### src/rtl/mem_req_initiator_pkg.sv
// mem_req_initiator_pkg
//   Shared definitions for the memory request initiator: bus widths, the
//   watchdog width, the default watchdog limit and the FSM state encoding.
package mem_req_initiator_pkg;

  localparam int ADDR_W          = 16;
  localparam int DATA_W          = 16;
  localparam int WD_W            = 8;   // watchdog width, covers TIMEOUT up to 255
  localparam int DEFAULT_TIMEOUT = 64;

  typedef enum logic [1:0] {
    IDLE  = 2'd0,
    ISSUE = 2'd1,
    RESP  = 2'd2
  } state_t;

endpackage

### src/rtl/mem_req_initiator_if.sv
// mem_req_initiator_if
//   Bundles the pipeline request/response handshake and the memory-system bus.
//   Ports (by group):
//     req_*  : pipeline -> initiator request (valid/ready)
//     rsp_*  : initiator -> pipeline one-cycle response pulse
//     mem_*  : initiator <-> cached memory system (Addr/DataIn/Rd/Wr, DataOut/Done/Stall/CacheHit/err)
//   Modports: master = initiator view, slave = pipeline + memory system view.
//
//   Handshake: a request transfers on a rising clk edge where req_valid and
//   req_ready are both high; while req_valid is high and req_ready is low the
//   requester holds req_wr/req_addr/req_wdata stable. rsp_valid is a
//   one-cycle pulse with no back-pressure; rsp_rdata/rsp_err are valid only
//   with it.
interface mem_req_initiator_if;
  import mem_req_initiator_pkg::*;

  logic              req_valid;
  logic              req_wr;
  logic [ADDR_W-1:0] req_addr;
  logic [DATA_W-1:0] req_wdata;
  logic              req_ready;

  logic              rsp_valid;
  logic [DATA_W-1:0] rsp_rdata;
  logic              rsp_err;

  logic [ADDR_W-1:0] mem_addr;
  logic [DATA_W-1:0] mem_data_in;
  logic              mem_rd;
  logic              mem_wr;
  logic [DATA_W-1:0] mem_data_out;
  logic              mem_done;
  logic              mem_stall;
  logic              mem_cache_hit;
  logic              mem_err;

  modport master (
    input  req_valid, req_wr, req_addr, req_wdata,
    input  mem_data_out, mem_done, mem_stall, mem_cache_hit, mem_err,
    output req_ready, rsp_valid, rsp_rdata, rsp_err,
    output mem_addr, mem_data_in, mem_rd, mem_wr
  );

  modport slave (
    output req_valid, req_wr, req_addr, req_wdata,
    output mem_data_out, mem_done, mem_stall, mem_cache_hit, mem_err,
    input  req_ready, rsp_valid, rsp_rdata, rsp_err,
    input  mem_addr, mem_data_in, mem_rd, mem_wr
  );

endinterface

### src/rtl/mem_req_initiator_sat_counter.sv
// mem_req_initiator_sat_counter
//   W-bit synchronous-reset incrementer that sticks at all-ones.
//   Ports: clk, rst (sync, active-high), en (increment request), count.
module mem_req_initiator_sat_counter #(
  parameter int W = 16
) (
  input  logic         clk,
  input  logic         rst,
  input  logic         en,
  output logic [W-1:0] count
);

  always_ff @(posedge clk) begin
    if (rst) begin
      count <= '0;
    end else if (en && (count != '1)) begin
      count <= count + 1'b1;
    end
  end

endmodule

### src/rtl/mem_req_initiator.sv
// mem_req_initiator
//   Initiator side of the processor-to-memory handshake. Accepts one
//   load/store at a time from the pipeline, drives the memory-system bus
//   until Done (or a watchdog timeout), then returns a one-cycle response.
//   Ports:
//     clk, rst            : clock, synchronous active-high reset
//     bus (master)        : request/response handshake and memory bus
//     hit_count/miss_count: saturating counts of completed cache hits/misses
//     busy                : transaction outstanding on the memory bus
//     dbg_state           : current FSM state
//     dbg_stall           : memory system is stalling an issued request
module mem_req_initiator
  import mem_req_initiator_pkg::*;
#(
  parameter int TIMEOUT = DEFAULT_TIMEOUT,
  parameter int CNT_W   = 16
) (
  input  logic                 clk,
  input  logic                 rst,
  mem_req_initiator_if.master  bus,
  output logic [CNT_W-1:0]     hit_count,
  output logic [CNT_W-1:0]     miss_count,
  output logic                 busy,
  output state_t               dbg_state,
  output logic                 dbg_stall
);

  state_t            state, state_nxt;
  logic [ADDR_W-1:0] addr_q;
  logic [DATA_W-1:0] wdata_q;
  logic              wr_q;
  logic [WD_W-1:0]   wd_q;
  logic              err_sticky_q;
  logic [DATA_W-1:0] rdata_q;
  logic              rerr_q;

  logic accept;
  logic misaligned;
  logic done_seen;
  logic wd_expired;

  // ---------------- next state / outputs ----------------
  always_comb begin
    state_nxt  = state;
    accept     = (state == IDLE) && bus.req_valid;
    misaligned = bus.req_addr[0];
    done_seen  = (state == ISSUE) && bus.mem_done;
    // Done wins over the watchdog when both land in the same cycle.
    wd_expired = (state == ISSUE) && !bus.mem_done && (wd_q == WD_W'(TIMEOUT - 1));

    case (state)
      IDLE:    if (bus.req_valid) state_nxt = misaligned ? RESP : ISSUE;
      ISSUE:   if (done_seen || wd_expired) state_nxt = RESP;
      RESP:    state_nxt = IDLE;
      default: state_nxt = IDLE;
    endcase

    bus.req_ready   = (state == IDLE);
    bus.rsp_valid   = (state == RESP);
    bus.rsp_rdata   = rdata_q;
    bus.rsp_err     = rerr_q;
    bus.mem_addr    = addr_q;
    bus.mem_data_in = wdata_q;
    bus.mem_rd      = (state == ISSUE) && !wr_q;
    bus.mem_wr      = (state == ISSUE) && wr_q;
    busy            = (state == ISSUE);
    dbg_state       = state;
    dbg_stall       = (state == ISSUE) && bus.mem_stall;
  end

  // ---------------- state and request/response registers ----------------
  always_ff @(posedge clk) begin
    if (rst) begin
      state        <= IDLE;
      addr_q       <= '0;
      wdata_q      <= '0;
      wr_q         <= 1'b0;
      wd_q         <= '0;
      err_sticky_q <= 1'b0;
      rdata_q      <= '0;
      rerr_q       <= 1'b0;
    end else begin
      state <= state_nxt;

      if (accept) begin
        if (misaligned) begin
          // Rejected without touching the memory bus; bus registers keep old values.
          rdata_q <= '0;
          rerr_q  <= 1'b1;
        end else begin
          addr_q       <= bus.req_addr;
          wdata_q      <= bus.req_wdata;
          wr_q         <= bus.req_wr;
          wd_q         <= '0;
          err_sticky_q <= 1'b0;
        end
      end

      if (state == ISSUE) begin
        wd_q <= wd_q + 1'b1;
        // An error seen before Done is remembered and reported at completion.
        if (bus.mem_err) err_sticky_q <= 1'b1;
        if (bus.mem_done) begin
          rdata_q <= wr_q ? '0 : bus.mem_data_out;
          rerr_q  <= bus.mem_err | err_sticky_q;
        end else if (wd_expired) begin
          rdata_q <= '0;
          rerr_q  <= 1'b1;
        end
      end
    end
  end

  // ---------------- statistics ----------------
  mem_req_initiator_sat_counter #(.W(CNT_W)) u_hit_cnt (
    .clk   (clk),
    .rst   (rst),
    .en    (done_seen && bus.mem_cache_hit),
    .count (hit_count)
  );

  mem_req_initiator_sat_counter #(.W(CNT_W)) u_miss_cnt (
    .clk   (clk),
    .rst   (rst),
    .en    (done_seen && !bus.mem_cache_hit),
    .count (miss_count)
  );

endmodule

### src/flat_wrapper.sv
// flat-port wrapper written by rule: the top's interface ports become plain ports
module mem_req_initiator_flat import mem_req_initiator_pkg::*;
#(
  parameter int TIMEOUT = DEFAULT_TIMEOUT,
  parameter int CNT_W   = 16
)
  (clk, rst, hit_count, miss_count, busy, dbg_state, dbg_stall, bus_req_valid, bus_req_wr, bus_req_addr, bus_req_wdata, bus_mem_data_out, bus_mem_done, bus_mem_stall, bus_mem_cache_hit, bus_mem_err, bus_req_ready, bus_rsp_valid, bus_rsp_rdata, bus_rsp_err, bus_mem_addr, bus_mem_data_in, bus_mem_rd, bus_mem_wr);
  mem_req_initiator_if bus_i ();
  input  logic clk;
  input  logic rst;
  output logic [CNT_W-1:0] hit_count;
  output logic [CNT_W-1:0] miss_count;
  output logic busy;
  output state_t dbg_state;
  output logic dbg_stall;
  input wire logic [$bits(bus_i.req_valid)-1:0] bus_req_valid;
  input wire logic [$bits(bus_i.req_wr)-1:0] bus_req_wr;
  input wire logic [$bits(bus_i.req_addr)-1:0] bus_req_addr;
  input wire logic [$bits(bus_i.req_wdata)-1:0] bus_req_wdata;
  input wire logic [$bits(bus_i.mem_data_out)-1:0] bus_mem_data_out;
  input wire logic [$bits(bus_i.mem_done)-1:0] bus_mem_done;
  input wire logic [$bits(bus_i.mem_stall)-1:0] bus_mem_stall;
  input wire logic [$bits(bus_i.mem_cache_hit)-1:0] bus_mem_cache_hit;
  input wire logic [$bits(bus_i.mem_err)-1:0] bus_mem_err;
  output wire logic [$bits(bus_i.req_ready)-1:0] bus_req_ready;
  output wire logic [$bits(bus_i.rsp_valid)-1:0] bus_rsp_valid;
  output wire logic [$bits(bus_i.rsp_rdata)-1:0] bus_rsp_rdata;
  output wire logic [$bits(bus_i.rsp_err)-1:0] bus_rsp_err;
  output wire logic [$bits(bus_i.mem_addr)-1:0] bus_mem_addr;
  output wire logic [$bits(bus_i.mem_data_in)-1:0] bus_mem_data_in;
  output wire logic [$bits(bus_i.mem_rd)-1:0] bus_mem_rd;
  output wire logic [$bits(bus_i.mem_wr)-1:0] bus_mem_wr;
  assign bus_i.req_valid = bus_req_valid;
  assign bus_i.req_wr = bus_req_wr;
  assign bus_i.req_addr = bus_req_addr;
  assign bus_i.req_wdata = bus_req_wdata;
  assign bus_i.mem_data_out = bus_mem_data_out;
  assign bus_i.mem_done = bus_mem_done;
  assign bus_i.mem_stall = bus_mem_stall;
  assign bus_i.mem_cache_hit = bus_mem_cache_hit;
  assign bus_i.mem_err = bus_mem_err;
  assign bus_req_ready = bus_i.req_ready;
  assign bus_rsp_valid = bus_i.rsp_valid;
  assign bus_rsp_rdata = bus_i.rsp_rdata;
  assign bus_rsp_err = bus_i.rsp_err;
  assign bus_mem_addr = bus_i.mem_addr;
  assign bus_mem_data_in = bus_i.mem_data_in;
  assign bus_mem_rd = bus_i.mem_rd;
  assign bus_mem_wr = bus_i.mem_wr;
  mem_req_initiator #(.TIMEOUT(TIMEOUT), .CNT_W(CNT_W)) u_core (.clk(clk), .rst(rst), .bus(bus_i), .hit_count(hit_count), .miss_count(miss_count), .busy(busy), .dbg_state(dbg_state), .dbg_stall(dbg_stall));
endmodule
### config.mk
export PLATFORM = sky130hd
export DESIGN_NAME = mem_req_initiator_flat
export DESIGN_NICKNAME = d
export VERILOG_FILES = /design/src/rtl/mem_req_initiator_pkg.sv /design/src/rtl/mem_req_initiator_if.sv /design/src/rtl/mem_req_initiator_sat_counter.sv /design/src/rtl/mem_req_initiator.sv /design/src/flat_wrapper.sv
export SDC_FILE = /design/constraint.sdc
export NUM_CORES = 1
export LEC_CHECK = 0
export ABC_AREA = 1
export CAP_MARGIN = 10
export CORE_UTILIZATION = 49
export DETAILED_ROUTE_END_ITERATION = 8
export GPL_TIMING_DRIVEN = 0
export HOLD_SLACK_MARGIN = 0.05
export PLACE_DENSITY = 0.86
export SLEW_MARGIN = 10
export SYNTH_ARGS = -nofsm -noshare
export SYNTH_HDL_FRONTEND = slang
export SYNTH_SLANG_ARGS = --single-unit
### constraint.sdc
create_clock -name clk -period 5.1 [get_ports clk]
set_clock_uncertainty 0.2 [all_clocks]
set_input_delay 1.02 -clock clk [delete_from_list [all_inputs] [get_ports clk]]
set_output_delay 1.02 -clock clk [all_outputs]
set_load 0.03 [all_outputs]
== Yosys cells after proc, flatten, opt, wreduce, memory -nomap -nowiden ==
Cells that the tools add are included.
Widths: inputs -> output; s select.

* Bits in registers: 92
* Memories kept: 0
* Memory bits (read-only): 0
* Bits in latches: 0
* Memory bits (writable): 0
* Output and inout port bits: 89
* Input port bits: 56
* Word-level logic and storage cells: 65

* Multipliers: 0
* Divide/modulo/power cells: 0
* Reduce and logical (&&, ||, !) cells: 20
* Add/sub/neg operators: 3
* $lt $le $gt $ge: 0
* Bitwise operators: 2
* Eq/ne operators: 8
* Shifts and indexed selects: 0
* Multiplexer cells: 22

{| class="wikitable"
|+ Operators by type and width
! operator !! count
|-
| $mux 16 || 6
|-
| $add 16x1->16 const B || 2
|-
| $ne 16x16->1 const B || 2
|-
| $mux 8 || 3
|-
| $logic_and 1x1->1 || 11
|-
| $mux 1 || 9
|-
| $add 8x1->8 const B || 1
|-
| $eq 8x6->1 const B || 1
|-
| $mux 2 || 3
|-
| $reduce_and 2->1 || 3
|-
| $ne 2x2->1 const B || 2
|-
| $pmux 2 s2 || 1
|-
| $logic_not 1->1 || 3
|-
| $eq 2x1->1 const B || 1
|-
| $eq 2x2->1 const B || 1
|-
| $logic_not 2->1 || 1
|-
| $ne 2x1->1 const B || 1
|-
| $reduce_bool 2->1 || 1
|-
| $logic_or 1x1->1 || 1
|-
| $not 1->1 || 1
|-
| $or 1x1->1 || 1
|}

== Logic depth before layout (Yosys ltp) ==
Gate-level depths: netlist of run 1.

* Word-level depth: 6
* Gate-level depth with buffers: 11
* Mapped depth without buffers: 10

== Cells and area by module ==
Synthesis of run 1 repeated with hierarchy kept, for this count alone.

* Cell total of the unflattened synthesis: 649
* Area, all modules: 4413.0 sq um

{| class="wikitable"
|+ By module, submodules not included
! module !! instances !! seq. area each (sq um) !! cells each !! area each (sq um)
|-
| mem_req_initiator || 1 || 1201.2 || 351 || 2553.7
|-
| mem_req_initiator_sat_counter || 2 || 320.3 || 149 || 929.6
|}

== Worst setup path before layout of run 1 ==
Ideal clock, no wire load.

* Path type: input -> output
* Start: input port bus_mem_stall
* End: output port dbg_stall
* Cell stages on the path: 2
* Path buffers: 0
* Required time: 3880 ps
* Setup slack: 2423 ps
* Data arrival time: 1457 ps
* Path through: inv_1 nor2_1

* Word-level cells in the longest chain between the ends: 1

{| class="wikitable"
|+ RTL lines
! what !! RTL line !! text
|-
| start: declaration || flat_wrapper.sv:22 || <nowiki>input wire logic [$bits(bus_i.mem_stall)-1:0] bus_mem_stall;</nowiki>
|-
| $logic_and 1x1->1 || mem_req_initiator.sv:68 || <nowiki>dbg_stall = (state == ISSUE) && bus.mem_stall;</nowiki>
|-
| end: declaration || flat_wrapper.sv:15 || <nowiki>output logic dbg_stall;</nowiki>
|}

Every way passes these cells.

== Worst setup path in the final report of run 1 ==
Same ends and word-level chain as after synthesis.

==> summary.txt, run 1 <==
Status
  • Status: complete, no violations

Synth
  • Post-Syn Instances: 606
  • Top post-synthesis cells by area: dfxtp_1, nand2_1, nor2_1
  • Synth unique cells: 30
  • Largest area contributor in the netlist: dfxtp_1
  • Async set-reset flop share out of synthesis: 0
  • Synth Net Count: 665
  • Register area share after synthesis: 0.444
  • Number of synthesized flops with an enable pin: 0
  • Yosys top cell area share: 0.444
  • Synth warnings: 0
  • Flop and latch count out of synthesis: 92
  • Synth Cell Area: 0.00415 mm^2
  • Avg Cell Area, Syn: 6.85 um^2
  • Top-count cell post-synth: nand2_1
  • Post-synth top cells: nand2_1, nor2_1, dfxtp_1, a21oi_1, inv_1
  • Synth Flop Type: dfxtp_1

Detailed routing
  • Vias: 4,507
  • Total Wirelength: 11.8 mm
  • Drt drc: 0
  • Drt wl/cell: 13.6 um
  • Vias per Instance: 5.19
  • DRT Pass-1 Iters: 6
  • Starting DRT DRC Count: 143
  • Final ANT Viol Nets: 0

Cells and area
  • Antenna diodes: 0
  • Final net count: 818
  • Area Growth Syn to Fin: 42.0%
  • Share of cells above drive strength 1: 0.0406
  • Filler cell count: 660

Die
  • Row Count: 33
  • Core Region: 0.00822 mm^2
  • Die area: 0.00885 mm^2
  • Starting Density: 0.505
  • Die Height: 94.1 um
  • Die X: 94.1 um
  • # IOs: 145

STA
  • Fin crit share: 0.683
  • Post-layout min period: 3480 ps
  • Final Hold Vio Count: 0
  • Pins Over Slew Limit: 0
  • Max_slew headroom: 0.634
  • RSZ-0062 raised after global routing: no
  • # setup viols final: 0
  • Final TNS setup: 0 ps
  • Fmax: 287 MHz
  • Worst-Margin Slew: 548 ps

Worst setup path
  • Crit path to: dbg_stall
  • Worst r2r path cells: 8
  • Arrival time at the worst endpoint: 2260 ps
  • Critical path required time: 3880 ps
  • Worst r2r src: u_core.u_hit_cnt.count[0]$_SDFFE_PP0P_
  • CP Class: input pin to output port
  • CP max FO: 1
  • Nature of the critical path startpoint: input pin
  • R2R Setup Slk: 3120 ps
  • Crit end category: output port
  • R2R Path End: u_core.u_hit_cnt.count[9]$_SDFFE_PP0P_
  • Critical path startpoint: bus_mem_stall

Pwr
  • Total power: 1.48 mW
  • Max VDD drop: 0.000190 V
  • Leakage: 2.29 nW
  • Power density of the placed cells: 252 mW/mm^2

Clock tree
  • H-tree depth: 3
  • CTS tree: built
  • CTS Buffer Depth: 2
  • CTS resizes: 0
  • Setup Fix Bufs, Post-CTS: 0
  • TritonCTS Buffers: 9
  • Clock-pin slew of the registers on the worst-case setup and hold paths: 80 ps
  • Clock Sinks: 92
  • Clk Tree Root Cell: clkbuf_8
  • Hold buffer count at CTS: 0
  • Clk_lat worst skew: 360 ps

GRT
  • Total GRT Usage: 0.283
  • Vias in the first global route: 4,481
  • Grt total ovfl: 0
  • First-pass GRT wire length: 19.7 mm
  • Initial antenna violation count: 0
  • Pin count of the biggest net entering global routing: 16

Hold path
  • Hold Crit Class: flip-flop to flip-flop
  • Hold Path Depth: 2

Flow run
  • Max-capacitance violation count: 0

Placement
  • Hpwl dp: 8.72 mm
  • IO Port Bufs: 142
  • Routability cong.: 0.846
==> per-layer routing <==
metal	vias up	routed length, um	track usage	part of all wire
li1	2265	-	-	-
met1	2083	4870	0.318	0.41
met2	143	5850	0.504	0.49
met3	16	931	0.0898	0.079
met4	0	182	0.0897	0.015
met5	-	0	0	0
==> how the worst min path moves through the flow <==
stage / from / end
2_1_floorplan: u_core.err_sticky_q$_SDFF_PP0_ / u_core.err_sticky_q$_SDFF_PP0_
3_3_place_gp: u_core.err_sticky_q$_SDFF_PP0_ / u_core.err_sticky_q$_SDFF_PP0_
3_5_place_dp: u_core.err_sticky_q$_SDFF_PP0_ / u_core.err_sticky_q$_SDFF_PP0_
4_1_cts: u_core.err_sticky_q$_SDFF_PP0_ / u_core.err_sticky_q$_SDFF_PP0_
5_1_grt: u_core.err_sticky_q$_SDFF_PP0_ / u_core.err_sticky_q$_SDFF_PP0_
6_report: u_core.err_sticky_q$_SDFF_PP0_ / u_core.err_sticky_q$_SDFF_PP0_
==> logic make-up (layout without fill, tap and decap cells) <==
logic type                 Yosys count  in the layout  synth area share
AOI/OAI and AO/OA                   98             98             0.121
other                                1              1          0.000903
adders and majority gates            3              3           0.00904
and+or+nand+nor                    331            331             0.335
buffers and inverters               71            229            0.0693
xor gates and xnor gates            10             10            0.0211
DFF                                 92             92             0.444
==> power by group <==
part           internal (mW)  total [mW]  switching [mW]
clock network          0.226       0.491           0.265
logic                  0.102       0.236           0.133
registers              0.743       0.758          0.0148
==> critical path: stages <==
cell	delay (ps)
clkdlybuf4s50_1	460
inv_1	40
nor2_1	80
clkdlybuf4s50_1	670
==> per-stage QoR <==
step	std cells	setup WS, ps	util	hold slack [ps]	area, um^2
after global placement	853	1610	0.694	246	5710
after floorplan	606	2420	-	238	4150
after CTS	869	1610	0.718	274	5900
after detailed placement	853	1620	0.694	262	5710
after global routing	869	1560	0.718	307	5900
final	869	1620	0.718	269	5900
==> flip-flops by register name, indices dropped and copies added (netlist names), 2 cells and up <==
name                     cells
u_core.bus.mem_addr         15
u_core.bus.mem_data_in      16
u_core.bus.rsp_rdata        16
u_core.dbg_state             2
u_core.u_hit_cnt.count      16
u_core.u_miss_cnt.count     16
u_core.wd_q                  8
==> cells in the final DEF (no fill, tap or decap), types with 7 or more instances in the layout <==
master,instances
nand2_1,144
clkdlybuf4s50_1,142
nor2_1,124
dfxtp_1,92
a21oi_1,50
inv_1,44
o21ai_0,43
nand3_1,25
nand4_1,24
clkbuf_1,15
clkbuf_8,9
xor2_1,7
==> area by class of cell <==
cell class	instances	area (um^2)	area share
plain buffers	25	115	0.0195
multi-input cells	443	2020	0.343
inverters	46	173	0.0293
well taps	105	131	0.0223
clock inverters	6	65.1	0.0110
repair buffers	142	1420	0.241
clock buffers	10	128	0.0216
flip-flops and latches	92	1840	0.312
No activity file was read; power rests on OpenSTA's default activity.
==> inputs of run 2 (changes only) <==
CORE_UTILIZATION = 45   (was 49)
PLACE_DENSITY = 0.8   (was 0.86)
clock period = 3.3 ns   (was 5.1 ns; I/O delays follow)
==> summary.txt, run 2 (same netlist as run 1, synthesis figures left out) <==
Clock tree
  • TritonCTS Buffers: 9 (unchanged)
  • CTS Buffer Depth: 2 (unchanged)
  • Clock-pin slew of the registers on the worst-case setup and hold paths: 90 ps (was 80 ps)
  • Setup Fix Bufs, Post-CTS: 0 (unchanged)
  • CTS resizes: 0 (unchanged)
  • Clock Sinks: 92 (unchanged)
  • CTS tree: built (unchanged)
  • H-tree depth: 3 (unchanged)
  • Clk Tree Root Cell: clkbuf_8 (unchanged)
  • Clk_lat worst skew: 350 ps (was 360 ps)
  • Hold buffer count at CTS: 0 (unchanged)

Placement
  • Placed Cells: 856 (was 853)
  • Hpwl dp: 8.74 mm (was 8.72 mm)
  • Routability cong.: 0.843 (was 0.846)
  • IO Port Bufs: 142 (unchanged)
  • Setup WS pre-CTS: 521 ps (was 1620 ps)

Worst setup path
  • CP Class: flip-flop to output port (was input pin to output port)
  • Critical path required time: 2440 ps (was 3880 ps)
  • Arrival time at the worst endpoint: 1960 ps (was 2260 ps)
  • CP max stage cell: clkdlybuf4s50_1 (unchanged)
  • Worst-path cell chain: inv_1 > nand2_4 > clkinv_1 > clkdlybuf4s50_1 (was clkdlybuf4s50_1 > inv_1 > nor2_1 > clkdlybuf4s50_1)
  • Nature of the critical path startpoint: flip-flop (was input pin)
  • CP top delay family: buffers and inverters (unchanged)
  • CP peak stage delay: 670 ps (about the same)
  • Crit end category: output port (unchanged)
  • CP max FO: 10 (was 1)
  • CP Buf/Inv Count: 3 (unchanged)

STA
  • Final TNS setup: 0 ps (unchanged)
  • Worst-Margin Slew: 582 ps (was 548 ps)
  • Max_slew headroom: 0.612 (was 0.634)
  • Pins Over Slew Limit: 0 (unchanged)
  • Final Hold Vio Count: 0 (unchanged)
  • RSZ-0062 raised after global routing: no (unchanged)
  • Final hold slack: 284 ps (was 269 ps)
  • Post-layout min period: 2820 ps
  • # setup viols final: 0 (unchanged)
  • Final worst setup slack: 478 ps (was 1620 ps)
  • Fmax: 354 MHz
  • Fin crit share: 0.855

Pwr
  • Power density of the placed cells: 381 mW/mm^2 (was 252 mW/mm^2)
  • Max VDD drop: 0.000349 V (was 0.000190 V)
  • Register share of total power: 0.522 (was 0.510)
  • Pint: 1.60 mW (was 1.07 mW)
  • Leakage: 2.30 nW (was 2.29 nW)
  • Clk pwr share: 0.316 (was 0.331)
  • Switching Fraction: 0.290 (was 0.279)
  • Switching pwr: 0.651 mW (was 0.414 mW)
  • Logic pwr share: 0.161 (was 0.159)

Die
  • Row Count: 34 (was 33)
  • Die X: 98.1 um (was 94.1 um)
  • Core Region: 0.00885 mm^2 (was 0.00822 mm^2)
  • Starting Density: 0.469 (was 0.505)
  • Die area: 0.00962 mm^2 (was 0.00885 mm^2)
  • # IOs: 145 (unchanged)
  • Die Height: 98.1 um (was 94.1 um)

Detailed routing
  • Routed length on met1: 4.86 mm (was 4.87 mm)
  • Detail Route met3 WL: 1.05 mm (was 931 um)
  • Drt drc: 9 (was 0)
  • Vias per Instance: 5.16 (was 5.19)
  • DRT Pass-1 Iters: 7 (was 6)
  • Starting DRT DRC Count: 181 (was 143)
  • Max layer used: met4 (unchanged)
  • Total Wirelength: 11.6 mm (was 11.8 mm)
  • Metal2 WL: 5.50 mm (was 5.85 mm)
  • Final ANT Viol Nets: 0 (unchanged)
  • Drt wl/cell: 13.3 um (was 13.6 um)
  • Vias: 4,503 (was 4,507)

Cells and area
  • Antenna diodes: 0 (unchanged)
  • Filler cell count: 743 (was 660)
  • Area taken by multi-input logic gates: 0.00202 mm^2 (unchanged)
  • Final non-filler cell total: 872 (was 869)
  • Area Growth Syn to Fin: 41.8% (was 42.0%)
  • Final net count: 818 (unchanged)
  • Commonest cells after routing, fill and taps aside: nand2_1, clkdlybuf4s50_1, nor2_1 (unchanged)
  • Commonest non-fill, non-tap cell in the layout: nand2_1 (unchanged)
  • Final Util: 0.666 (was 0.718)
  • Share of cells above drive strength 1: 0.0406 (unchanged)
  • Storage element area: 0.00184 mm^2 (unchanged)

GRT
  • Pin count of the biggest net entering global routing: 18 (was 16)
  • First-pass GRT wire length: 19.1 mm (was 19.7 mm)
  • Total GRT Usage: 0.245 (was 0.283)
  • Grt total ovfl: 0 (unchanged)
  • Vias in the first global route: 4,176 (was 4,481)
  • Initial antenna violation count: 0 (unchanged)

Flow run
  • Max-capacitance violation count: 0 (unchanged)

Status
  • Status: complete, but fails checks (was complete, no violations)
  • Failing checks: DRC

Hold path
  • Hold Crit Class: flip-flop to flip-flop (unchanged)
[run 2: cell types whose count changed in the layout (fill, tap and decap cells not counted)]
cell        previous run  this run
clkinv_2               1         0
bufinv_16              1         0
inv_6                  0         3
inv_8                  0         1
clkinv_4               0         1
clkinvlp_4             4         1
[run 2: worst paths after layout]
| path | from | end | slack (ps) | depth (start not counted) |
|---|---|---|---|---|
| setup / recovery | u_core.dbg_state[1]$_SDFFE_PP0P_ | busy | 480 | 4 |
| hold / removal | u_core.err_sticky_q$_SDFF_PP0_ | u_core.err_sticky_q$_SDFF_PP0_ | 280 | 2 |
| setup reg to reg | u_core.u_hit_cnt.count[0]$_SDFFE_PP0P_ | u_core.u_hit_cnt.count[14]$_SDFFE_PP0P_ | 1260 | 8 |
| hold reg to reg | u_core.err_sticky_q$_SDFF_PP0_ | u_core.err_sticky_q$_SDFF_PP0_ | 280 | 2 |
[run 2: power by group through the flow]
stage          Clock, mW  Sequential, mW  Combinational [mW]
2_1_floorplan          0            1.27               0.108
3_3_place_gp           0            1.20               0.357
3_5_place_dp           0            1.20               0.361
4_1_cts            0.728            1.17               0.364
5_1_grt            0.769            1.18               0.391
6_report           0.710            1.17               0.363
[run 2: cell type report]
type / count / share of cell area
repair buffers: 142 / 0.241
multi-input cells: 443 / 0.343
well taps: 108 / 0.0229
inverters: 46 / 0.0293
clock buffers: 10 / 0.0217
clock inverters: 6 / 0.00913
flip-flops and latches: 92 / 0.313
plain buffers: 25 / 0.0195
[run 2: per-layer routing]
| layer | vias to the layer above | global-route usage |
|---|---|---|
| met3 | 12 | 0.0902 |
| met4 | 0 | 0.0699 |
| met5 | - | 0 |
| met1 | 2053 | 0.292 |
| met2 | 173 | 0.412 |
| li1 | 2265 | - |
[run 2: tightest hold or removal path, stage by stage, from the launching register on]
cell and delay, ps:
dfxtp_1 320, nand2_1 60, a21oi_1 60
[run 2: stage by stage]
step	total power [mW]	instance area [um^2]
global placement	1.55	5710
global route	2.34	5890
finish	2.25	5890
detailed placement	1.56	5710
floorplan	1.37	4150
CTS	2.27	5890
